**config.mk**
```make
export PLATFORM = sky130hd
export DESIGN_NAME = charbuf_write_arbiter
export DESIGN_NICKNAME = d
export VERILOG_FILES = /design/src/rtl/charbuf_pkg.sv /design/src/rtl/charbuf_sync_fifo.sv /design/src/rtl/charbuf_write_arbiter.sv
export SDC_FILE = /design/constraint.sdc
export NUM_CORES = 1
export LEC_CHECK = 0
export CAP_MARGIN = 0
export CORE_MARGIN = 5
export CORE_UTILIZATION = 40
export CTS_CLUSTER_SIZE = 14
export DETAILED_ROUTE_END_ITERATION = 8
export GPL_TIMING_DRIVEN = 0
export PLACE_DENSITY = 0.7
export SYNTH_ARGS = -nofsm -noshare
export SYNTH_HDL_FRONTEND = slang
export SYNTH_SLANG_ARGS = --single-unit
```
**constraint.sdc**
```tcl
create_clock -name clk -period 6 [get_ports clk]
set_input_delay 0.9 -clock clk [delete_from_list [all_inputs] [get_ports clk]]
set_output_delay 0.9 -clock clk [all_outputs]
set_load 0.01 [all_outputs]
```
**src/rtl/charbuf_pkg.sv**
```systemverilog
// Shared widths, default buffer size and fill-engine state encoding for the
// character-buffer write path.
package charbuf_pkg;

   localparam int ADDR_W               = 11;
   localparam int DATA_W               = 32;
   localparam int DEFAULT_CHARBUF_SIZE = 1200;

   typedef enum logic [1:0] {
      FILL_IDLE = 2'd0,
      FILL_FILL = 2'd1,
      FILL_DONE = 2'd2
   } fill_state_e;

endpackage

```
**src/rtl/charbuf_sync_fifo.sv**
```systemverilog
// Synchronous FIFO with a registered occupancy count; the head entry is
// visible on rdata_o whenever the FIFO is not empty.
module charbuf_sync_fifo #(
   parameter int DEPTH = 4,
   parameter int WIDTH = 43,
   localparam int PTR_W = $clog2(DEPTH),
   localparam int CNT_W = PTR_W + 1
) (
   input  logic             clk,
   input  logic             reset,
   input  logic             push_i,
   input  logic             pop_i,
   input  logic [WIDTH-1:0] wdata_i,
   output logic [WIDTH-1:0] rdata_o,
   output logic [CNT_W-1:0] count_o,
   output logic             full_o,
   output logic             empty_o
);

   logic [WIDTH-1:0] mem_q [DEPTH];
   logic [PTR_W-1:0] wr_ptr_q, wr_ptr_d;
   logic [PTR_W-1:0] rd_ptr_q, rd_ptr_d;
   logic [CNT_W-1:0] count_q, count_d;
   logic             push_ok, pop_ok;

   assign full_o  = (count_q == CNT_W'(DEPTH));
   assign empty_o = (count_q == '0);
   assign count_o = count_q;
   assign rdata_o = mem_q[rd_ptr_q];
   assign push_ok = push_i && !full_o;
   assign pop_ok  = pop_i && !empty_o;

   // Pointers wrap naturally because DEPTH is a power of two.
   always_comb begin
      wr_ptr_d = wr_ptr_q + PTR_W'(push_ok);
      rd_ptr_d = rd_ptr_q + PTR_W'(pop_ok);
      count_d  = count_q + CNT_W'(push_ok) - CNT_W'(pop_ok);
   end

   always_ff @(posedge clk or posedge reset) begin
      if (reset) begin
         wr_ptr_q <= '0;
         rd_ptr_q <= '0;
         count_q  <= '0;
      end else begin
         wr_ptr_q <= wr_ptr_d;
         rd_ptr_q <= rd_ptr_d;
         count_q  <= count_d;
      end
   end

   always_ff @(posedge clk) begin
      if (push_ok) mem_q[wr_ptr_q] <= wdata_i;
   end

endmodule

```
**src/rtl/charbuf_write_arbiter.sv**
```systemverilog
// Merges buffered CPU stores and a block-fill engine onto the single
// character-buffer write port, round-robin when both are pending.
module charbuf_write_arbiter
   import charbuf_pkg::*;
#(
   parameter int FIFO_DEPTH   = 4,
   parameter int CHARBUF_SIZE = DEFAULT_CHARBUF_SIZE
) (
   input  logic              clk,
   input  logic              reset,
   input  logic              cpu_wr_en,
   input  logic [ADDR_W-1:0] cpu_wr_addr,
   input  logic [DATA_W-1:0] cpu_wr_data,
   output logic              cpu_stall,
   input  logic              fill_start,
   input  logic [ADDR_W-1:0] fill_base,
   input  logic [ADDR_W-1:0] fill_len,
   input  logic [DATA_W-1:0] fill_data,
   output logic              fill_busy,
   output logic              fill_done,
   output logic              overflow,
   output logic              charbuf_wr_enable,
   output logic [ADDR_W-1:0] charbuf_wr_addr,
   output logic [DATA_W-1:0] charbuf_wr_input
);

   localparam int CNT_W = $clog2(FIFO_DEPTH) + 1;
   localparam logic [ADDR_W:0] SIZE_X = (ADDR_W + 1)'(CHARBUF_SIZE);

   fill_state_e       state_q, state_d;
   logic [ADDR_W-1:0] base_q, base_d, len_q, len_d, offset_q, offset_d;
   logic [DATA_W-1:0] data_q, data_d;
   logic              prio_fill_q, prio_fill_d;
   logic              overflow_q, overflow_d;
   logic              wr_en_q, wr_en_d;
   logic [ADDR_W-1:0] wr_addr_q, wr_addr_d;
   logic [DATA_W-1:0] wr_data_q, wr_data_d;

   logic                     cpu_in_range, fifo_push, fifo_full, fifo_empty;
   logic [CNT_W-1:0]         fifo_count;
   logic [ADDR_W+DATA_W-1:0] fifo_head;
   logic                     cpu_req, fill_req, gnt_cpu, gnt_fill;
   logic [ADDR_W:0]          base_ext, fill_sum;
   logic [ADDR_W-1:0]        fill_addr;

   assign cpu_in_range = ({1'b0, cpu_wr_addr} < SIZE_X);
   assign fifo_push    = cpu_wr_en && cpu_in_range && !fifo_full;
   assign cpu_stall    = (fifo_count == CNT_W'(FIFO_DEPTH));

   charbuf_sync_fifo #(
      .DEPTH (FIFO_DEPTH),
      .WIDTH (ADDR_W + DATA_W)
   ) u_fifo (
      .clk     (clk),
      .reset   (reset),
      .push_i  (fifo_push),
      .pop_i   (gnt_cpu),
      .wdata_i ({cpu_wr_addr, cpu_wr_data}),
      .rdata_o (fifo_head),
      .count_o (fifo_count),
      .full_o  (fifo_full),
      .empty_o (fifo_empty)
   );

   // Request/grant: a requester holds its request until granted; at most one
   // grant per cycle, and the pointer moves only when both were requesting.
   assign cpu_req  = !fifo_empty;
   assign fill_req = (state_q == FILL_FILL);
   assign gnt_cpu  = cpu_req && (!fill_req || !prio_fill_q);
   assign gnt_fill = fill_req && (!cpu_req || prio_fill_q);

   assign base_ext  = {1'b0, fill_base};
   assign fill_sum  = {1'b0, base_q} + {1'b0, offset_q};
   assign fill_addr = ADDR_W'((fill_sum >= SIZE_X) ? fill_sum - SIZE_X : fill_sum);

   always_comb begin
      state_d   = state_q;
      base_d    = base_q;
      len_d     = len_q;
      data_d    = data_q;
      offset_d  = offset_q;
      fill_busy = 1'b0;
      fill_done = 1'b0;
      case (state_q)
         FILL_IDLE: begin
            if (fill_start) begin
               base_d   = ADDR_W'((base_ext >= SIZE_X) ? base_ext - SIZE_X : base_ext);
               len_d    = fill_len;
               data_d   = fill_data;
               offset_d = '0;
               state_d  = (fill_len != '0) ? FILL_FILL : FILL_DONE;
            end
         end
         FILL_FILL: begin
            fill_busy = 1'b1;
            if (gnt_fill) begin
               if (offset_q == len_q - ADDR_W'(1)) state_d = FILL_DONE;
               else                                offset_d = offset_q + ADDR_W'(1);
            end
         end
         FILL_DONE: begin
            fill_busy = 1'b1;
            fill_done = 1'b1;
            state_d   = FILL_IDLE;
         end
         default: state_d = FILL_IDLE;
      endcase
   end

   always_comb begin
      prio_fill_d = (cpu_req && fill_req) ? gnt_cpu : prio_fill_q;
      overflow_d  = overflow_q || (cpu_wr_en && cpu_in_range && fifo_full);
      wr_en_d     = gnt_cpu || gnt_fill;
      wr_addr_d   = wr_addr_q;
      wr_data_d   = wr_data_q;
      if (gnt_cpu) begin
         wr_addr_d = fifo_head[ADDR_W+DATA_W-1:DATA_W];
         wr_data_d = fifo_head[DATA_W-1:0];
      end else if (gnt_fill) begin
         wr_addr_d = fill_addr;
         wr_data_d = data_q;
      end
   end

   always_ff @(posedge clk or posedge reset) begin
      if (reset) begin
         state_q     <= FILL_IDLE;
         base_q      <= '0;
         len_q       <= '0;
         data_q      <= '0;
         offset_q    <= '0;
         prio_fill_q <= 1'b0;
         overflow_q  <= 1'b0;
         wr_en_q     <= 1'b0;
         wr_addr_q   <= '0;
         wr_data_q   <= '0;
      end else begin
         state_q     <= state_d;
         base_q      <= base_d;
         len_q       <= len_d;
         data_q      <= data_d;
         offset_q    <= offset_d;
         prio_fill_q <= prio_fill_d;
         overflow_q  <= overflow_d;
         wr_en_q     <= wr_en_d;
         wr_addr_q   <= wr_addr_d;
         wr_data_q   <= wr_data_d;
      end
   end

   assign overflow          = overflow_q;
   assign charbuf_wr_enable = wr_en_q;
   assign charbuf_wr_addr   = wr_addr_q;
   assign charbuf_wr_input  = wr_data_q;

endmodule

```
==> run metrics, run 1 <==
outcome=complete, no violations; number of global-route vias before repair=8751; first-pass GRT wire length=just under 50000 um; Tmin final=roughly 3.5 ns; CORE AREA=0.0317 mm^2; worst path bufs/invs=1; unrepaired setup endpoints after global routing=no; CTS root buf=clkbuf_16; Die W=~190 um; Util after Layout=around half; DR iter-0 viols=554; peak supply drop=273 uV; FFs w/ async S/R, synth=a little over 40%; post-synthesis cell area=0.0129 mm^2; Initial Util=40.6%; slowest stage delay, CP=~0.6 ns; routed wire length=about 32000 um; worst setup path end=charbuf_wr_addr[9]; Critical-path top delay cell=or4_1; max_cap viols=0; Layout fillers=2704; Post-CTS Hold Buffers=0; CP top delay family=compound AO/OA/AOI/OAI gates; crit share post-route=58.2%; GRT met2 Usage=slightly below 30%; crit start category=register; reg2reg end=charbuf_wr_addr[9]; drt wl/cell=21.0 um; Synth Flop Type=edfxtp_1; vias per cell=5.55; Worst Max-Slew Pin Slew=1.05 ns; critical path type=register to register; Ports=approximately 150; setup slack at placement=around 2.1 ns; worst setup margin=2.51 ns; Clock transition at path regs=0.06 ns; DIE AREA=0.0359 mm^2; Worst Setup End Kind=register; Final GP Congestion=0.830; post-CTS sizing=0; CTS Buf Count=31; arrival time worst endpoint=3.92 ns; clk_lat worst skew=0.57 ns; via count=8346; Final HPWL DP=21600 um; crit path max fanout=8; Avg Inst Size Synth=between 10 and 15 um^2; Residual DRC=0; Cells on Worst Hold Path=1; Clock Sinks=roughly 290; Synth warnings=0; first-pass detailed-route iteration total=5; Seq/Total Area, Yosys=between 60% and 70%; GR Util met3=3.60%; gr usage total=between 10% and 20%; PortBufs=148; Leak Pwr=about 5.8 nW; layout cell share with drive strength beyond 1=15.2%; Synth cell types=between 60 and 70; final-report hold violation count=0; synthesized net count=1011; met1 Use GR=23.4%; number of synthesized flops with an enable pin=172; Power Density=between 500 and 600 mW/mm^2; Pins Over Slew Limit=0; Tightest Hold Check Type=register to register; grt total ovfl=0; maximum clock path buffer count=3; # H-tree levels=1; Worst slew margin=between 20 and 30%; final net count=1201; final setup fails=0; # Post-CTS Setup Buffers=0; FMAX=286 MHz; worst path required time=6.42 ns; Reg2Reg Launch Point=offset_q[6]; Tot Pwr=between 8 and 9 mW; # rows=65; largest net degree at the start of global routing=90; FF+latch count, synth=292; r2r setup slk=2.51 ns; WP depth=10; Die Ht=190 um; Area growth syn-to-layout=24.8%; Synth Instances=886; CTS tree=done; R2R cell count=10; ANT nets after route=0; CP Launch Point=offset_q[6]; initial antenna violation count=7; GR peak layer=met2; CP cell instances=ha_1, buf_2, a21oi_1, mux2_2, or4_1, a211o_1, a31oi_1, o221ai_1, xnor2_1, o21ai_0; Worst Skew=0.0198 ns
[cell families after synthesis]
family	share of synthesized area [%]
simple gates	8.34
xor+xnor	2.17
flops	63.4
compound gates	9.69
mux	11.9
fa+ha+maj	2.45
buf+inv	2.06
[final cells by class]
type                    count  area (um^2)  share of cell area [%]
diodes                      1         2.50                  0.0156
plain buffers              48          198                    1.23
clock buffers              40          841                    5.23
clock inverters            17          171                    1.07
inverters                  18         72.6                   0.451
multi-input cells         528         4470                    27.8
flip-flops and latches    292         8170                    50.8
well taps                 402          503                    3.13
repair buffers            157         1650                    10.3
[cell usage after synthesis (all sizes together), types with 6 or more instances]
library cell	instances	area, um^2
nor2	57	214
a21oi	25	125
xor2	12	105
nor3	7	46.3
nand3	13	65.1
nor2b	6	37.5
o32ai	33	289
o21ai	29	156
nand2	38	143
or3	9	56.3
nand4	8	50.1
mux2	48	541
xnor2	20	175
and2	35	219
buf	13	66.3
dfrtp	120	3000
o211ai	7	52.6
inv	17	63.8
edfxtp	172	5160
mux4	43	968
a211oi	36	270
clkbuf	35	131
ha	22	275
[cell usage in the layout (no fill, tap or decap), types with 22 or more instances in the layout]
master / count
a211oi_1: 36
o21ai_0: 23
dfrtp_1: 120
edfxtp_1: 172
mux2_2: 48
nand2_1: 38
mux4_2: 43
clkbuf_1: 42
ha_1: 22
nor2_1: 56
clkbuf_16: 32
o32ai_1: 33
a21oi_1: 25
clkdlybuf4s50_1: 148
and2_1: 35
[through the flow]
| step | instance area [um^2] | hold slack, ns | cells | TNS, ns |
|---|---|---|---|---|
| 2_1_floorplan | 12900 | 0.456 | 886 | 0 |
| 3_3_place_gp | 14900 | 0.439 | 1436 | -170.86 |
| 3_5_place_dp | 15100 | 0.454 | 1445 | 0 |
| 4_1_cts | 16100 | 0.467 | 1502 | 0 |
| 5_1_grt | 16100 | 0.500 | 1503 | 0 |
| 6_report | 16100 | 0.461 | 1503 | 0 |
[how the worst min path moves through the flow]
stage	start	slack, ns	end
3_3_place_gp	overflow	0.44	overflow
5_1_grt	overflow	0.50	overflow
2_1_floorplan	base_q[10]	0.46	base_q[10]
4_1_cts	overflow	0.47	overflow
3_5_place_dp	overflow	0.45	overflow
6_report	overflow	0.46	overflow
[power by group]
part / internal [mW] / switching (mW) / total, mW
registers: 2.69 / 0.350 / 3.04
clock network: 1.12 / 0.778 / 1.89
logic: 1.52 / 1.66 / 3.18
[registers in the layout, summed over array words and instances, names as in the netlist]
signal / flops
overflow: 1
data_q: 32
prio_fill_q: 1
charbuf_wr_enable: 1
charbuf_wr_input: 32
charbuf_wr_addr: 11
u_fifo.mem_q: 172
u_fifo.rd_ptr_q: 2
state_q: 2
u_fifo.count_o: 3
offset_q: 11
base_q: 11
u_fifo.wr_ptr_q: 2
len_q: 11
[layer usage]
metal	wire length [um]	vias up
met5	69	-
met1	13700	4224
met2	15400	230
met3	1730	50
met4	596	12
li1	-	3830
[worst register-to-register path, stage by stage, from the launching register on]
cell,delay (ns)
dfrtp_1,0.44
ha_1,0.29
buf_2,0.17
a21oi_1,0.28
mux2_2,0.37
or4_1,0.60
a211o_1,0.32
a31oi_1,0.36
o221ai_1,0.18
xnor2_1,0.24
o21ai_0,0.11
No activity file was read; power rests on OpenSTA's default activity.
==> run 2: changes to the inputs <==
--- a/config.mk
+++ b/config.mk
@@ -11,7 +11,7 @@
 export CTS_CLUSTER_SIZE = 14
 export DETAILED_ROUTE_END_ITERATION = 8
 export GPL_TIMING_DRIVEN = 0
-export PLACE_DENSITY = 0.7
+export PLACE_DENSITY = 0.73
 export SYNTH_ARGS = -nofsm -noshare
 export SYNTH_HDL_FRONTEND = slang
 export SYNTH_SLANG_ARGS = --single-unit
==> constraint.sdc (replaced) <==
create_clock -name clk -period 2.9 [get_ports clk]
set_input_delay 0.435 -clock clk [delete_from_list [all_inputs] [get_ports clk]]
set_output_delay 0.435 -clock clk [all_outputs]
set_load 0.01 [all_outputs]
==> run 2 against run 1 <==
Against the previous run: the flow now finishes with violations (negative setup slack); via count is 2.2% higher; die area stayed put; non-clock buffer count is 29 higher; fmax is 18% higher; utilization is 1.7 points higher; cell area is 3.4% higher; sequential cell count stayed put; sequential power is 110% higher; wire length is 2.6% higher; count of clock-buffer cells in the layout is 1 higher; register-to-register slack worse by 2.6 ns; sequential share of layout area is 1.7 points lower.
==> run metrics, run 2 (synthesis results as in run 1) <==
outcome=finished with violations; failing checks=negative setup slack; FMAX=337 MHz; grt total ovfl=0; Layout fillers=~2600; Design Area, Final=about 0.017 mm^2; arrival time worst endpoint=3.44 ns; Final GP Congestion=approximately 0.83; Int Power=11.6 mW; max reg flops=172; Tightest Hold Check Type=input pin to asynchronous set/reset pin; initial antenna violation count=4; routed wire length=32300 um; maximum clock path buffer count=3; number of global-route vias before repair=8895; CTS tree=done; combinational share of power=40.8%; r2r setup slk=-0.07 ns; Tmin final=2.97 ns; placed cell area=0.0151 mm^2; CTS root buf=clkbuf_16; Fin Hold WS=0.319 ns; final-report hold violation count=0; PortBufs=between 100 and 150; Worst Skew=0.0165 ns; most frequent cells in the layout=edfxtp_1, clkdlybuf4s50_1, dfrtp_1, nor2_1, mux2_2; reg2reg end=offset_q[8]; ANT nets after route=0; CTS Buf Count=31; Clock Sinks=between 200 and 300; Residual DRC=0; Power Density=1060 mW/mm^2; DIE AREA=about 0.036 mm^2; Initial Util=40.6%; Pins Over Slew Limit=0; CP Launch Point=len_q[1]; R2R cell count=12; Die Ht=approximately 190 um; layout cell share with drive strength beyond 1=22.4%; final setup fails=9; Leak Pwr=6.02 nW; # H-tree levels=1; crit start category=register; Top reg by flops=u_fifo.mem_q; Reg2Reg Launch Point=len_q[1]; drt wl/cell=21.1 um; Final HPWL DP=22100 um; peak supply drop=roughly 560 uV; Worst slew margin=43.5%; worst setup margin=-0.0709 ns; crit path max fanout=7; CORE AREA=0.0317 mm^2; final net count=~1200; Fin Setup TNS=-0.285 ns; # rows=65; antenna cell count=0; largest net degree at the start of global routing=36; unrepaired setup endpoints after global routing=yes; Die W=190 um; worst path required time=about 3.4 ns; DR iter-0 viols=603; clk_lat worst skew=roughly 0.56 ns; switch share=between 30 and 40%; Clock power frac=around a quarter; area of the multi-input gates=0.00471 mm^2; Flop pwr share=35.9%; commonest non-fill, non-tap cell in the layout=edfxtp_1; via count=8526; worst setup path end=offset_q[8]; first-pass GRT wire length=between 50000 and 60000 um; gr usage total=17.7%; Clock transition at path regs=0.06 ns; Sequential cell area=between 0.008 and 0.009 mm^2; Worst Max-Slew Pin Slew=around 0.85 ns; Ports=149; NetSw=6.01 mW; max_cap viols=0; Area growth syn-to-layout=29.0%; crit share post-route=102%; critical path type=register to register; Worst Setup End Kind=register; first-pass detailed-route iteration total=5; vias per cell=5.57
==> run 2: changes by cell type in the layout (fill, tap and decap cells not counted), sizes merged <==
cell	delta
clkbuf	+3
diode	-1
clkinvlp	+2
bufinv	+2
clkinv	-3
buf	+27
inv	-1
==> run 2: power by group through the flow <==
stage / Clock [mW] / Sequential, mW / Combinational (mW)
after floorplan: 0 / 6.26 / 4.31
after global placement: 0 / 6.35 / 6.40
after detailed placement: 0 / 6.37 / 6.66
after CTS: 4.19 / 6.31 / 6.95
after global routing: 4.38 / 6.42 / 7.85
final: 4.11 / 6.32 / 7.18
==> run 2: layer usage <==
metal	part of all wire, %	GRT usage (%)	vias to the layer above
met3	6.2	3.48	57
li1	-	-	3889
met5	0.15	0	-
met1	42	23.4	4311
met4	2.1	4.06	8
met2	50	30.4	261
==> run 2: worst max-delay path, stage by stage, from the launching register on <==
cell,delay [ns]
dfrtp_1,0.43
inv_1,0.09
ha_2,0.17
buf_6,0.11
or4b_4,0.50
nor4_4,0.17
xnor2_1,0.10
a311o_1,0.29
o31a_1,0.29
o21ai_4,0.30
buf_6,0.18
o21ai_2,0.06
a21oi_1,0.16
==> run 2: layout make-up <==
cell class	instances	share of cell area [%]
Sequential cell	292	49.1
Multi-Input combinational cell	528	28.3
Timing Repair Buffer	187	11.4
Clock buffer	41	5.07
Tap cell	402	3.02
Clock inverter	17	1.32
Buffer	47	1.27
Inverter	18	0.436
==> run 2: per-stage QoR <==
| step | cells | total power, mW | setup WS (ns) | util, % |
|---|---|---|---|---|
| after floorplan | 886 | 10.6 | -0.0156 | - |
| after global placement | 1436 | 12.7 | -1.56 | 47.1 |
| after detailed placement | 1445 | 13.0 | -0.470 | 47.7 |
| after CTS | 1517 | 17.4 | -0.0245 | 51.7 |
| after global routing | 1532 | 18.6 | -0.210 | 52.4 |
| final | 1532 | 17.6 | -0.0709 | 52.4 |
==> run 2: worst min path at each step <==
| stage | slack [ns] | startpoint | end | depth (start not counted) |
|---|---|---|---|---|
| floorplan | 0.45 | base_q[6] | base_q[6] | 2 |
| global placement | 0.45 | overflow | overflow | 1 |
| detailed placement | 0.44 | overflow | overflow | 1 |
| CTS | 0.32 | reset | len_q[5] | 2 |
| global route | 0.36 | reset | len_q[7] | 2 |
| finish | 0.32 | reset | len_q[7] | 2 |
==> run 2: what timing repair did <==
item / CTS / global route
gates cloned: 0 / 1
gates resized for setup: 23 / 43
buffers inserted: 14 / 15
setup endpoints to repair: 19 / 49
pin swaps: 16 / 27
hold buffers: 0 / 0
